$ cat config.mk
export PLATFORM = sky130hd
export DESIGN_NAME = gty_link_bringup_ctrl
export DESIGN_NICKNAME = d
export VERILOG_FILES = /design/src/rtl/gty_ctrl_pkg.sv /design/src/rtl/gty_sync_2ff.sv /design/src/rtl/gty_link_bringup_ctrl.sv
export SDC_FILE = /design/constraint.sdc
export NUM_CORES = 1
export LEC_CHECK = 0
export ABC_AREA = 1
export BUFFER_PORTS_ARGS = -buffer_cell sky130_fd_sc_hd__buf_2
export CORE_ASPECT_RATIO = 2
export CORE_MARGIN = 2
export CORE_UTILIZATION = 55
export CTS_CLUSTER_SIZE = 24
export DETAILED_ROUTE_END_ITERATION = 8
export PLACE_DENSITY = 0.74
export SLEW_MARGIN = 25
export SYNTH_ARGS = -nofsm -noshare
export SYNTH_HDL_FRONTEND = slang
export SYNTH_HIERARCHICAL = 1
export SYNTH_SLANG_ARGS = --single-unit
$ cat constraint.sdc
create_clock -name gtwiz_reset_clk_freerun_in -period 4.33 [get_ports gtwiz_reset_clk_freerun_in]
set_input_delay 1.299 -clock gtwiz_reset_clk_freerun_in [delete_from_list [all_inputs] [get_ports gtwiz_reset_clk_freerun_in]]
set_output_delay 1.299 -clock gtwiz_reset_clk_freerun_in [all_outputs]
set_load 0.01 [all_outputs]
$ cat src/rtl/gty_ctrl_pkg.sv
// Shared state encodings, default timing constants and the registered output bundle.
package gty_ctrl_pkg;

   localparam int unsigned ST_W = 4;

   localparam logic [ST_W-1:0] ST_IDLE     = 4'd0;
   localparam logic [ST_W-1:0] ST_WAIT_PWR = 4'd1;
   localparam logic [ST_W-1:0] ST_RST_ALL  = 4'd2;
   localparam logic [ST_W-1:0] ST_WAIT_PMA = 4'd3;
   localparam logic [ST_W-1:0] ST_WAIT_TX  = 4'd4;
   localparam logic [ST_W-1:0] ST_WAIT_RX  = 4'd5;
   localparam logic [ST_W-1:0] ST_LINK_UP  = 4'd6;
   localparam logic [ST_W-1:0] ST_RX_RST   = 4'd7;
   localparam logic [ST_W-1:0] ST_FAULT    = 4'd8;

   localparam int unsigned DEF_RESET_HOLD_CYCLES    = 16;
   localparam int unsigned DEF_USRCLK_SETTLE_CYCLES = 64;
   localparam int unsigned DEF_TIMEOUT_CYCLES       = 1048576;
   localparam int unsigned DEF_MAX_RETRIES          = 3;
   localparam int unsigned DEF_CDR_FILTER_CYCLES    = 8;

   typedef struct packed {
      logic reset_all;
      logic rx_datapath;
      logic userclk_tx_active;
      logic userclk_rx_active;
      logic link_up;
      logic fault;
   } gty_ctrl_out_t;

   // States guarded by the bring-up timeout.
   function automatic logic is_wait_state(input logic [ST_W-1:0] st);
      return (st == ST_WAIT_PMA) || (st == ST_WAIT_TX) || (st == ST_WAIT_RX);
   endfunction

   // Output levels owned by each state; unknown encodings hold the GT in reset.
   function automatic gty_ctrl_out_t decode_outputs(input logic [ST_W-1:0] st);
      gty_ctrl_out_t o;
      o = '0;
      case (st)
         ST_WAIT_PMA: o = '0;
         ST_WAIT_TX, ST_WAIT_RX: begin
            o.userclk_tx_active = 1'b1;
            o.userclk_rx_active = 1'b1;
         end
         ST_LINK_UP: begin
            o.userclk_tx_active = 1'b1;
            o.userclk_rx_active = 1'b1;
            o.link_up           = 1'b1;
         end
         ST_RX_RST: begin
            o.userclk_tx_active = 1'b1;
            o.userclk_rx_active = 1'b1;
            o.rx_datapath       = 1'b1;
         end
         ST_FAULT: begin
            o.reset_all = 1'b1;
            o.fault     = 1'b1;
         end
         default: o.reset_all = 1'b1;
      endcase
      return o;
   endfunction

endpackage

$ cat src/rtl/gty_sync_2ff.sv
// Two-flop level synchronizer into the free-running reset clock domain.
module gty_sync_2ff (
   input  logic clk,
   input  logic rst,
   input  logic d,
   output logic q
);

   logic meta;

   // Capture stage followed by the settled output stage.
   always_ff @(posedge clk) begin
      if (rst) begin
         meta <= 1'b0;
         q    <= 1'b0;
      end else begin
         meta <= d;
         q    <= meta;
      end
   end

endmodule

$ cat src/rtl/gty_link_bringup_ctrl.sv
// Bring-up and recovery sequencer for one GTY channel on the free-running reset clock.
module gty_link_bringup_ctrl
   import gty_ctrl_pkg::*;
#(
   parameter int unsigned RESET_HOLD_CYCLES    = DEF_RESET_HOLD_CYCLES,
   parameter int unsigned USRCLK_SETTLE_CYCLES = DEF_USRCLK_SETTLE_CYCLES,
   parameter int unsigned TIMEOUT_CYCLES       = DEF_TIMEOUT_CYCLES,
   parameter int unsigned MAX_RETRIES          = DEF_MAX_RETRIES,
   parameter int unsigned CDR_FILTER_CYCLES    = DEF_CDR_FILTER_CYCLES
) (
   input  logic            gtwiz_reset_clk_freerun_in,
   input  logic            rst_in,
   input  logic            link_restart_in,
   input  logic            rx_reset_req_in,
   input  logic            gtpowergood_in,
   input  logic            txpmaresetdone_in,
   input  logic            rxpmaresetdone_in,
   input  logic            gtwiz_reset_tx_done_in,
   input  logic            gtwiz_reset_rx_done_in,
   input  logic            gtwiz_reset_rx_cdr_stable_in,
   output logic            gtwiz_reset_all_out,
   output logic            gtwiz_reset_rx_datapath_out,
   output logic            gtwiz_userclk_tx_active_out,
   output logic            gtwiz_userclk_rx_active_out,
   output logic            link_up_out,
   output logic            fault_out,
   output logic [ST_W-1:0] state_out,
   output logic [3:0]      retry_count_out
);

   localparam int unsigned TMR_W = $clog2(TIMEOUT_CYCLES + 1);
   localparam int unsigned SET_W = $clog2(USRCLK_SETTLE_CYCLES + 1);
   localparam int unsigned CDR_W = $clog2(CDR_FILTER_CYCLES + 1);

   localparam logic [TMR_W-1:0] TMR_MAX   = TMR_W'(TIMEOUT_CYCLES);
   localparam logic [TMR_W-1:0] TMR_LAST  = TMR_W'(TIMEOUT_CYCLES - 1);
   localparam logic [TMR_W-1:0] HOLD_LAST = TMR_W'(RESET_HOLD_CYCLES - 1);
   localparam logic [SET_W-1:0] SET_MAX   = SET_W'(USRCLK_SETTLE_CYCLES);
   localparam logic [SET_W-1:0] SET_LAST  = SET_W'(USRCLK_SETTLE_CYCLES - 1);
   localparam logic [CDR_W-1:0] CDR_MAX   = CDR_W'(CDR_FILTER_CYCLES);
   localparam logic [CDR_W-1:0] CDR_LAST  = CDR_W'(CDR_FILTER_CYCLES - 1);
   localparam logic [3:0]       RETRY_MAX = 4'(MAX_RETRIES);

   logic clk;
   assign clk = gtwiz_reset_clk_freerun_in;

   logic pg_s, txpma_s, rxpma_s, txdone_s, rxdone_s, cdr_s;

   gty_sync_2ff u_sync_pg     (.clk(clk), .rst(rst_in), .d(gtpowergood_in),               .q(pg_s));
   gty_sync_2ff u_sync_txpma  (.clk(clk), .rst(rst_in), .d(txpmaresetdone_in),            .q(txpma_s));
   gty_sync_2ff u_sync_rxpma  (.clk(clk), .rst(rst_in), .d(rxpmaresetdone_in),            .q(rxpma_s));
   gty_sync_2ff u_sync_txdone (.clk(clk), .rst(rst_in), .d(gtwiz_reset_tx_done_in),       .q(txdone_s));
   gty_sync_2ff u_sync_rxdone (.clk(clk), .rst(rst_in), .d(gtwiz_reset_rx_done_in),       .q(rxdone_s));
   gty_sync_2ff u_sync_cdr    (.clk(clk), .rst(rst_in), .d(gtwiz_reset_rx_cdr_stable_in), .q(cdr_s));

   logic restart_q, restart_prev_q, rxreq_q, rxreq_prev_q;
   logic restart_edge, rxreq_edge;

   // Register the GPIO request levels and keep the previous sample for edge detection.
   always_ff @(posedge clk) begin
      if (rst_in) begin
         restart_q      <= 1'b0;
         restart_prev_q <= 1'b0;
         rxreq_q        <= 1'b0;
         rxreq_prev_q   <= 1'b0;
      end else begin
         restart_q      <= link_restart_in;
         restart_prev_q <= restart_q;
         rxreq_q        <= rx_reset_req_in;
         rxreq_prev_q   <= rxreq_q;
      end
   end

   assign restart_edge = restart_q & ~restart_prev_q;
   assign rxreq_edge   = rxreq_q & ~rxreq_prev_q;

   logic [ST_W-1:0]  state_q, state_d;
   logic [3:0]       retry_q, retry_d;
   logic [TMR_W-1:0] timer_q, timer_d;
   logic [SET_W-1:0] settle_q, settle_d;
   logic [CDR_W-1:0] cdr_q, cdr_d;
   logic             enter, timeout, pma_ok, cdr_loss;
   gty_ctrl_out_t    out_q, out_d;

   assign pma_ok   = txpma_s & rxpma_s;
   assign timeout  = is_wait_state(state_q) && (timer_q == TMR_LAST);
   assign cdr_loss = ~cdr_s && (cdr_q == CDR_LAST);

   // Next state and retry count, highest-priority event first.
   always_comb begin
      state_d = state_q;
      retry_d = retry_q;
      enter   = 1'b0;
      if (restart_edge) begin
         state_d = ST_RST_ALL;
         retry_d = '0;
         enter   = 1'b1;
      end else if (!pg_s && (state_q != ST_IDLE) && (state_q != ST_WAIT_PWR) &&
                   (state_q != ST_FAULT)) begin
         state_d = ST_WAIT_PWR;
         enter   = 1'b1;
      end else if (timeout) begin
         enter = 1'b1;
         if (retry_q == RETRY_MAX) begin
            state_d = ST_FAULT;
         end else begin
            state_d = ST_RST_ALL;
            retry_d = retry_q + 4'd1;
         end
      end else begin
         case (state_q)
            ST_IDLE: begin
               state_d = ST_WAIT_PWR;
               enter   = 1'b1;
            end
            ST_WAIT_PWR: if (pg_s) begin
               state_d = ST_RST_ALL;
               enter   = 1'b1;
            end
            ST_RST_ALL: if (timer_q == HOLD_LAST) begin
               state_d = ST_WAIT_PMA;
               enter   = 1'b1;
            end
            ST_WAIT_PMA: if (pma_ok && (settle_q == SET_LAST)) begin
               state_d = ST_WAIT_TX;
               enter   = 1'b1;
            end
            ST_WAIT_TX: if (txdone_s) begin
               state_d = ST_WAIT_RX;
               enter   = 1'b1;
            end
            ST_WAIT_RX: if (rxdone_s) begin
               state_d = ST_LINK_UP;
               enter   = 1'b1;
            end
            ST_LINK_UP: begin
               if (!txdone_s) begin
                  state_d = ST_RST_ALL;
                  enter   = 1'b1;
               end else if (rxreq_edge || cdr_loss) begin
                  state_d = ST_RX_RST;
                  enter   = 1'b1;
               end
            end
            ST_RX_RST: if (timer_q == HOLD_LAST) begin
               state_d = ST_WAIT_RX;
               enter   = 1'b1;
            end
            ST_FAULT: state_d = ST_FAULT;
            default: begin
               state_d = ST_IDLE;
               enter   = 1'b1;
            end
         endcase
      end
   end

   // State timer, PMA settle counter and CDR-loss filter; all saturate and clear on entry.
   always_comb begin
      timer_d  = (timer_q == TMR_MAX) ? timer_q : timer_q + TMR_W'(1);
      settle_d = '0;
      cdr_d    = '0;
      if (enter) begin
         timer_d = '0;
      end else begin
         if ((state_q == ST_WAIT_PMA) && pma_ok) begin
            settle_d = (settle_q == SET_MAX) ? settle_q : settle_q + SET_W'(1);
         end
         if ((state_q == ST_LINK_UP) && !cdr_s) begin
            cdr_d = (cdr_q == CDR_MAX) ? cdr_q : cdr_q + CDR_W'(1);
         end
      end
   end

   assign out_d = decode_outputs(state_d);

   // Sequencer state, counters and registered outputs.
   always_ff @(posedge clk) begin
      if (rst_in) begin
         state_q  <= ST_IDLE;
         retry_q  <= '0;
         timer_q  <= '0;
         settle_q <= '0;
         cdr_q    <= '0;
         out_q    <= decode_outputs(ST_IDLE);
      end else begin
         state_q  <= state_d;
         retry_q  <= retry_d;
         timer_q  <= timer_d;
         settle_q <= settle_d;
         cdr_q    <= cdr_d;
         out_q    <= out_d;
      end
   end

   assign gtwiz_reset_all_out         = out_q.reset_all;
   assign gtwiz_reset_rx_datapath_out = out_q.rx_datapath;
   assign gtwiz_userclk_tx_active_out = out_q.userclk_tx_active;
   assign gtwiz_userclk_rx_active_out = out_q.userclk_rx_active;
   assign link_up_out                 = out_q.link_up;
   assign fault_out                   = out_q.fault;
   assign state_out                   = state_q;
   assign retry_count_out             = retry_q;

endmodule

==> results.json, run 1 <==
{
  "status": "complete, no violations",
  "die_area_mm2": 0.006030,
  "place_congestion": 0.9441,
  "die_h_um": 107.8,
  "cts_resized": 0,
  "syn-num-nets": 427,
  "slowest_stage": "nand3_4",
  "power.density_mw_per_mm2": 366.8,
  "grt_usage": 0.2177,
  "total_leakage_power_nw": 1.430,
  "grt_max_degree": 26,
  "die_w_um": 55.92,
  "wl_met2_um": 3088,
  "synth_top_area_cell": "dfxtp_1",
  "path_buf_inv": 1,
  "cts_root_buf": "clkbuf_8",
  "worstHoldStart": "u_sync_txpma/meta",
  "hold_class": "reg2reg",
  "initial_core_util": 0.5719,
  "routed_wl_um": 5776,
  "synth-async-reset-ratio": 0,
  "io_pins": 24,
  "critPathMaxStageDelay_ns": 0.29,
  "r2r-start": "timer_q[1]",
  "power_w": 0.001227,
  "ys_seq_area_frac": 0.4118,
  "synth_enable_flop_cells": 0,
  "htree_levels": 3,
  "synth_warnings": 6,
  "setup_viol": 0,
  "io_buffers": 23,
  "drt_pass1_iterations": 4,
  "syn_to_final_growth_pct": 12.78,
  "synth_commonest_cells": "nor2_1 (92), nand2_1 (72), dfxtp_1 (61), inv_1 (56), nand3_1 (23)",
  "reg2reg_depth": 10,
  "start_kind": "input pin",
  "first_global_vias": 2543,
  "drc": 0,
  "slew_viol_final": 0,
  "wl_per_cell_um": 11.48,
  "fmax_mhz": 414.3,
  "holdBufCountCts": 0,
  "rows": 37,
  "worst_pin_slew_ns": 0.3777,
  "clk_pin_slew_ns": 0.07,
  "critical-path-top-delay-family": "simple AND/OR/NAND/NOR gates",
  "cts_buffers": 9,
  "ys_ff_latch": 61,
  "grt_pass1_wl_um": 10180,
  "cp.arrival_ns": 2.68,
  "end_kind": "flop",
  "yosysTopAreaCellShare": 0.4118,
  "dp_cells": 487,
  "final_util": 0.6450,
  "fin_crit_ns": 2.414,
  "crit_chain": "buf_2 > nor2_1 > nand2_1 > nor2_1 > and3_4 > nand3_4 > nor3b_1",
  "final_cells": 503,
  "hold_violations": 0,
  "max_cap_violations": 0,
  "ant_nets": 0,
  "wl_met3_um": 203,
  "cts.sinks": 61,
  "skew_ns": 0.006071,
  "max-vdd-ir-drop_uv": 293.9,
  "cpMostUsedCell": "nor2_1",
  "highest_layer": "met4",
  "n_fill_cell": 482,
  "cts_setup_buffers": 0,
  "fp.coreArea_mm2": 0.005185,
  "holdPathEnd": "u_sync_txpma/q",
  "synth.area.top_cells": "dfxtp_1 (41%), nor2_1 (12%), nand2_1 (9.1%)",
  "via_per_inst": 5.091,
  "synth.most_common_cell": "nor2_1",
  "stdcell_area_mm2": 0.003344,
  "drive_gt1_frac": 0.1663,
  "period_share": 0.5575,
  "relSlewSlack": 0.7447,
  "cts_tree": "yes",
  "place_area_mm2": 0.003119,
  "antenna_found_initial": 0,
  "syn_avg_cell_area_um2": 7.233,
  "rsz0062_at_grt": "no",
  "reg2reg_to": "timer_q[12]",
  "cp.required_ns": 4.60,
  "cts.path.max_buffers": 2,
  "num_vias": 2561,
  "overflow": 0,
  "critPathKind": "in2reg",
  "synth_area_mm2": 0.002965,
  "ys_types": 34,
  "synth_cells": 410,
  "drtIter0Drc": 104,
  "n_antenna_cell": 0,
  "rrSetupSlack_ns": 2.34,
  "clk_latency_ns": 0.35,
  "cp_max_fo": 25,
  "wl_met1_um": 2246,
  "fin_tns_setup_ns": 0,
  "fin_nets": 457,
  "post-dp-hpwl_um": 4349,
  "synth_ff_type": "dfxtp_1",
  "hold_depth": 2
}
power by group:
group	internal (W)	leakage (nW)	switching, W	total, W
Clock	0.000353	0.116	0.000217	0.000570
Sequential	0.000572	0.495	0.00000754	0.000580
Combinational	0.0000249	0.818	0.0000518	0.0000767
cells in the final DEF (no fill, tap or decap), drive strengths merged:
cell type,n
nor3,13
buf,23
xnor2,6
bufinv,2
dfxtp,61
clkinv,2
nand2,76
and3,3
nor2,96
inv,60
clkbuf,12
or2,5
nor3b,3
nand4,10
o21bai,1
xor2,8
nand3,27
a31oi,1
nand3b,2
nor4b,1
ha,7
o211ai,1
o21ai,5
a21oi,20
per-layer routing:
metal,track usage,up-vias
met5,0,-
met1,0.1988,1149
met4,0.1497,0
met2,0.4099,46
li1,-,1343
met3,0.05168,23
per-stage QoR:
| step | setup slack (ns) | hold slack [ns] |
|---|---|---|
| after floorplan | 1.924 | 0.3883 |
| after global placement | 1.589 | 0.3902 |
| after detailed placement | 1.551 | 0.3928 |
| after CTS | 1.925 | 0.4019 |
| after global routing | 1.715 | 0.4199 |
| final | 1.916 | 0.4001 |
worst max-delay path by stage:
stage / startpoint / to / slack (ns) / cells past startpoint
after floorplan: rst_in / cdr_q[1] / 1.92 / 8
after global placement: rst_in / cdr_q[0] / 1.59 / 7
after detailed placement: rst_in / timer_q[7] / 1.55 / 7
after CTS: rst_in / timer_q[7] / 1.92 / 7
after global routing: rst_in / cdr_q[0] / 1.72 / 7
final: rst_in / timer_q[12] / 1.92 / 7
cells by family (layout without fill, tap and decap cells):
| family | after synthesis | after routing | share of synthesized area |
|---|---|---|---|
| AND/OR/NAND/NOR | 236 | 236 | 0.3692 |
| buffers and inverters | 64 | 99 | 0.08734 |
| flip-flops | 61 | 61 | 0.4118 |
| AO/OA/AOI/OAI | 28 | 28 | 0.06076 |
| XOR/XNOR | 14 | 14 | 0.04135 |
| adder cells (fa/ha/maj) | 7 | 7 | 0.02953 |
layout make-up:
| type | count | area [um2] | share of cell area |
|---|---|---|---|
| flip-flops and latches | 61 | 1221 | 0.3651 |
| clock buffers | 12 | 155.1 | 0.04639 |
| well taps | 58 | 72.57 | 0.02170 |
| clock inverters | 4 | 70.07 | 0.02095 |
| inverters | 60 | 225.2 | 0.06734 |
| multi-input cells | 285 | 1485 | 0.4441 |
| repair buffers | 23 | 115.1 | 0.03442 |
flip-flops by register name, summed over array words and instances, names as in the netlist, 4 cells and up:
name and cells:
timer_q 21, settle_q 7, cdr_q 4, retry_count_out 4, state_out 4
worst register-to-register path, cell delays in order (launching register included):
cell     delay, ns
dfxtp_1       0.39
ha_1          0.22
inv_1         0.07
nor2_1        0.17
nand2_2       0.13
inv_2         0.11
nand4_2       0.08
nor2_1        0.14
nand2_1       0.13
nand3_4       0.34
nor3b_1       0.10
Note: power is estimated with default switching activity, not from simulation.
==> run 2, diff against run 1 <==
- CORE_UTILIZATION: 55 -> 53
- PLACE_DENSITY: 0.74 -> 0.75
- clock period: 4.33 -> 2.1 ns (I/O delays scaled with it)
==> run 2 against run 1 <==
Clock power is 81% higher; clock skew is 0.0011 ns higher; sequential power is 110% higher; register-to-register slack worse by 2.1 ns; first-iteration DRC count is 48% lower; combinational power is 130% higher; clock-buffer cell count is 3 lower; via count is 1.9% higher; power is 95% higher; global-route usage is 1.1 points lower; largest power group unchanged; highest routed layer unchanged.
==> results.json, run 2 (same netlist as run 1, synthesis figures left out) <==
{
  "largest_reg_flops": 21,
  "fin_tns_setup_ns": 0,
  "via_per_inst": 5.098,
  "reg2reg_to": "timer_q[10]",
  "cts_buffers": 9,
  "rrSetupSlack_ns": 0.24,
  "worst_pin_slew_ns": 0.3951,
  "setup_viol": 0,
  "die_w_um": 56.89,
  "cts_tree": "yes",
  "antenna_found_initial": 0,
  "cts_setup_buffers": 0,
  "io_buffers": 23,
  "grt_pass1_wl_um": 10130,
  "die_area_mm2": 0.006245,
  "syn_to_final_growth_pct": 14.09,
  "total_leakage_power_nw": 1.440,
  "n_antenna_cell": 0,
  "slew_viol_final": 0,
  "cpMostUsedCell": "nor2_1",
  "post-dp-hpwl_um": 4590,
  "relSlewSlack": 0.7329,
  "cts.sinks": 61,
  "grt_max_degree": 26,
  "fin_crit_ns": 1.858,
  "htree_levels": 3,
  "reg_top3": "timer_q (21), settle_q (7)",
  "endpoint": "timer_q[10]",
  "holdBufCountCts": 0,
  "overflow": 0,
  "r2r-start": "timer_q[1]",
  "layout_setup_ws_ns": 0.2424,
  "wl_per_cell_um": 11.85,
  "die_h_um": 109.8,
  "cp.required_ns": 2.33,
  "worstSetupStartpoint": "timer_q[1]",
  "period_share": 0.8846,
  "status": "complete, no violations",
  "critPathKind": "reg2reg",
  "critPathMaxStageDelay_ns": 0.38,
  "skew_ns": 0.007124,
  "fmax_mhz": 538.3,
  "rows": 38,
  "final_common_cell": "nor2_1",
  "cp.arrival_ns": 2.08,
  "max-vdd-ir-drop_uv": 586.2,
  "crit_chain": "ha_1 > inv_1 > nor2_1 > nand2_2 > inv_2 > nand4_2 > nor2_1 > nand2_1 > nand3_4 > nor2_1",
  "power_w": 0.002392,
  "hold_violations": 0,
  "hold_class": "reg2reg",
  "power.density_mw_per_mm2": 707.1,
  "n_fill_cell": 527,
  "drc": 0,
  "max_cap_violations": 0,
  "final_util": 0.6242,
  "most-common-layout-cells": "nor2_1 (92), nand2_1 (72), dfxtp_1 (61)",
  "grt_usage": 0.2071,
  "start_kind": "flop",
  "ant_nets": 0,
  "end_kind": "flop",
  "reg2reg_depth": 10,
  "place_congestion": 0.9668,
  "fp.coreArea_mm2": 0.005420,
  "num_vias": 2610,
  "slowest_stage": "dfxtp_1",
  "clk_latency_ns": 0.34,
  "drtIter0Drc": 54,
  "cts_resized": 0,
  "clk_pin_slew_ns": 0.07,
  "cts_root_buf": "clkbuf_8",
  "io_pins": 24,
  "routed_wl_um": 6066,
  "initial_core_util": 0.5471,
  "first_global_vias": 2594,
  "dp_slack_ns": 0.1582,
  "fin_nets": 464,
  "drive_gt1_frac": 0.1814,
  "cts.path.max_buffers": 2,
  "rsz0062_at_grt": "no",
  "drt_pass1_iterations": 4,
  "max_flop_register": "timer_q",
  "cp_max_fo": 12
}
-- run 2: cell types whose count changed in the layout (fill, tap and decap cells not counted) --
cell	previous run	this run
clkbuf_1	1	0
inv_6	0	1
bufinv_16	2	1
buf_4	0	6
clkinv_4	0	1
clkinvlp_4	0	3
nand3_4	1	2
clkinv_2	2	1
clkbuf_8	11	9
-- run 2: layout make-up --
| class | count | area (um2) | area share |
|---|---|---|---|
| Tap cell | 60 | 75.07 | 0.02219 |
| Clock buffer | 9 | 123.9 | 0.03661 |
| Sequential cell | 61 | 1221 | 0.3609 |
| Timing Repair Buffer | 29 | 160.2 | 0.04734 |
| Clock inverter | 7 | 75.07 | 0.02219 |
| Multi-Input combinational cell | 286 | 1503 | 0.4442 |
| Inverter | 60 | 225.2 | 0.06657 |
-- run 2: stage by stage --
stage / hold WS (ns) / std cells / cell area (um2)
2_1_floorplan: 0.3883 / 410 / 2965
3_3_place_gp: 0.3907 / 495 / 3167
3_5_place_dp: 0.3968 / 495 / 3167
4_1_cts: 0.4070 / 511 / 3366
5_1_grt: 0.4220 / 512 / 3383
6_report: 0.4055 / 512 / 3383
-- run 2: layer usage --
metal | vias to the layer above | global-route usage | part of all wire
li1 | 1362 | - | -
met1 | 1183 | 0.1830 | 0.37
met2 | 47 | 0.4007 | 0.56
met3 | 18 | 0.04706 | 0.034
met4 | 0 | 0.1346 | 0.041
met5 | - | 0 | 0
-- run 2: worst min-delay path by stage --
stage / startpoint / end / slack (ns) / depth (start not counted)
CTS: u_sync_rxpma/meta / u_sync_rxpma/q / 0.41 / 2
detailed placement: u_sync_rxpma/meta / u_sync_rxpma/q / 0.40 / 2
global placement: u_sync_txdone/meta / u_sync_txdone/q / 0.39 / 2
floorplan: u_sync_cdr/meta / u_sync_cdr/q / 0.39 / 2
global route: u_sync_cdr/meta / u_sync_cdr/q / 0.42 / 2
finish: u_sync_rxpma/meta / u_sync_rxpma/q / 0.41 / 2
-- run 2: worst max-delay path, delay by kind of cell (launching register included) --
family                     cells  cell delay (ns)
and+or+nand+nor                7             1.01
adders and majority gates      1             0.20
DFF                            1             0.38
buffers and inverters          2             0.16
-- run 2: where the power goes --
group | switching (W) | internal [W]
Clock | 0.000475 | 0.000550
Combinational | 0.000114 | 0.0000595
Sequential | 0.0000141 | 0.00118
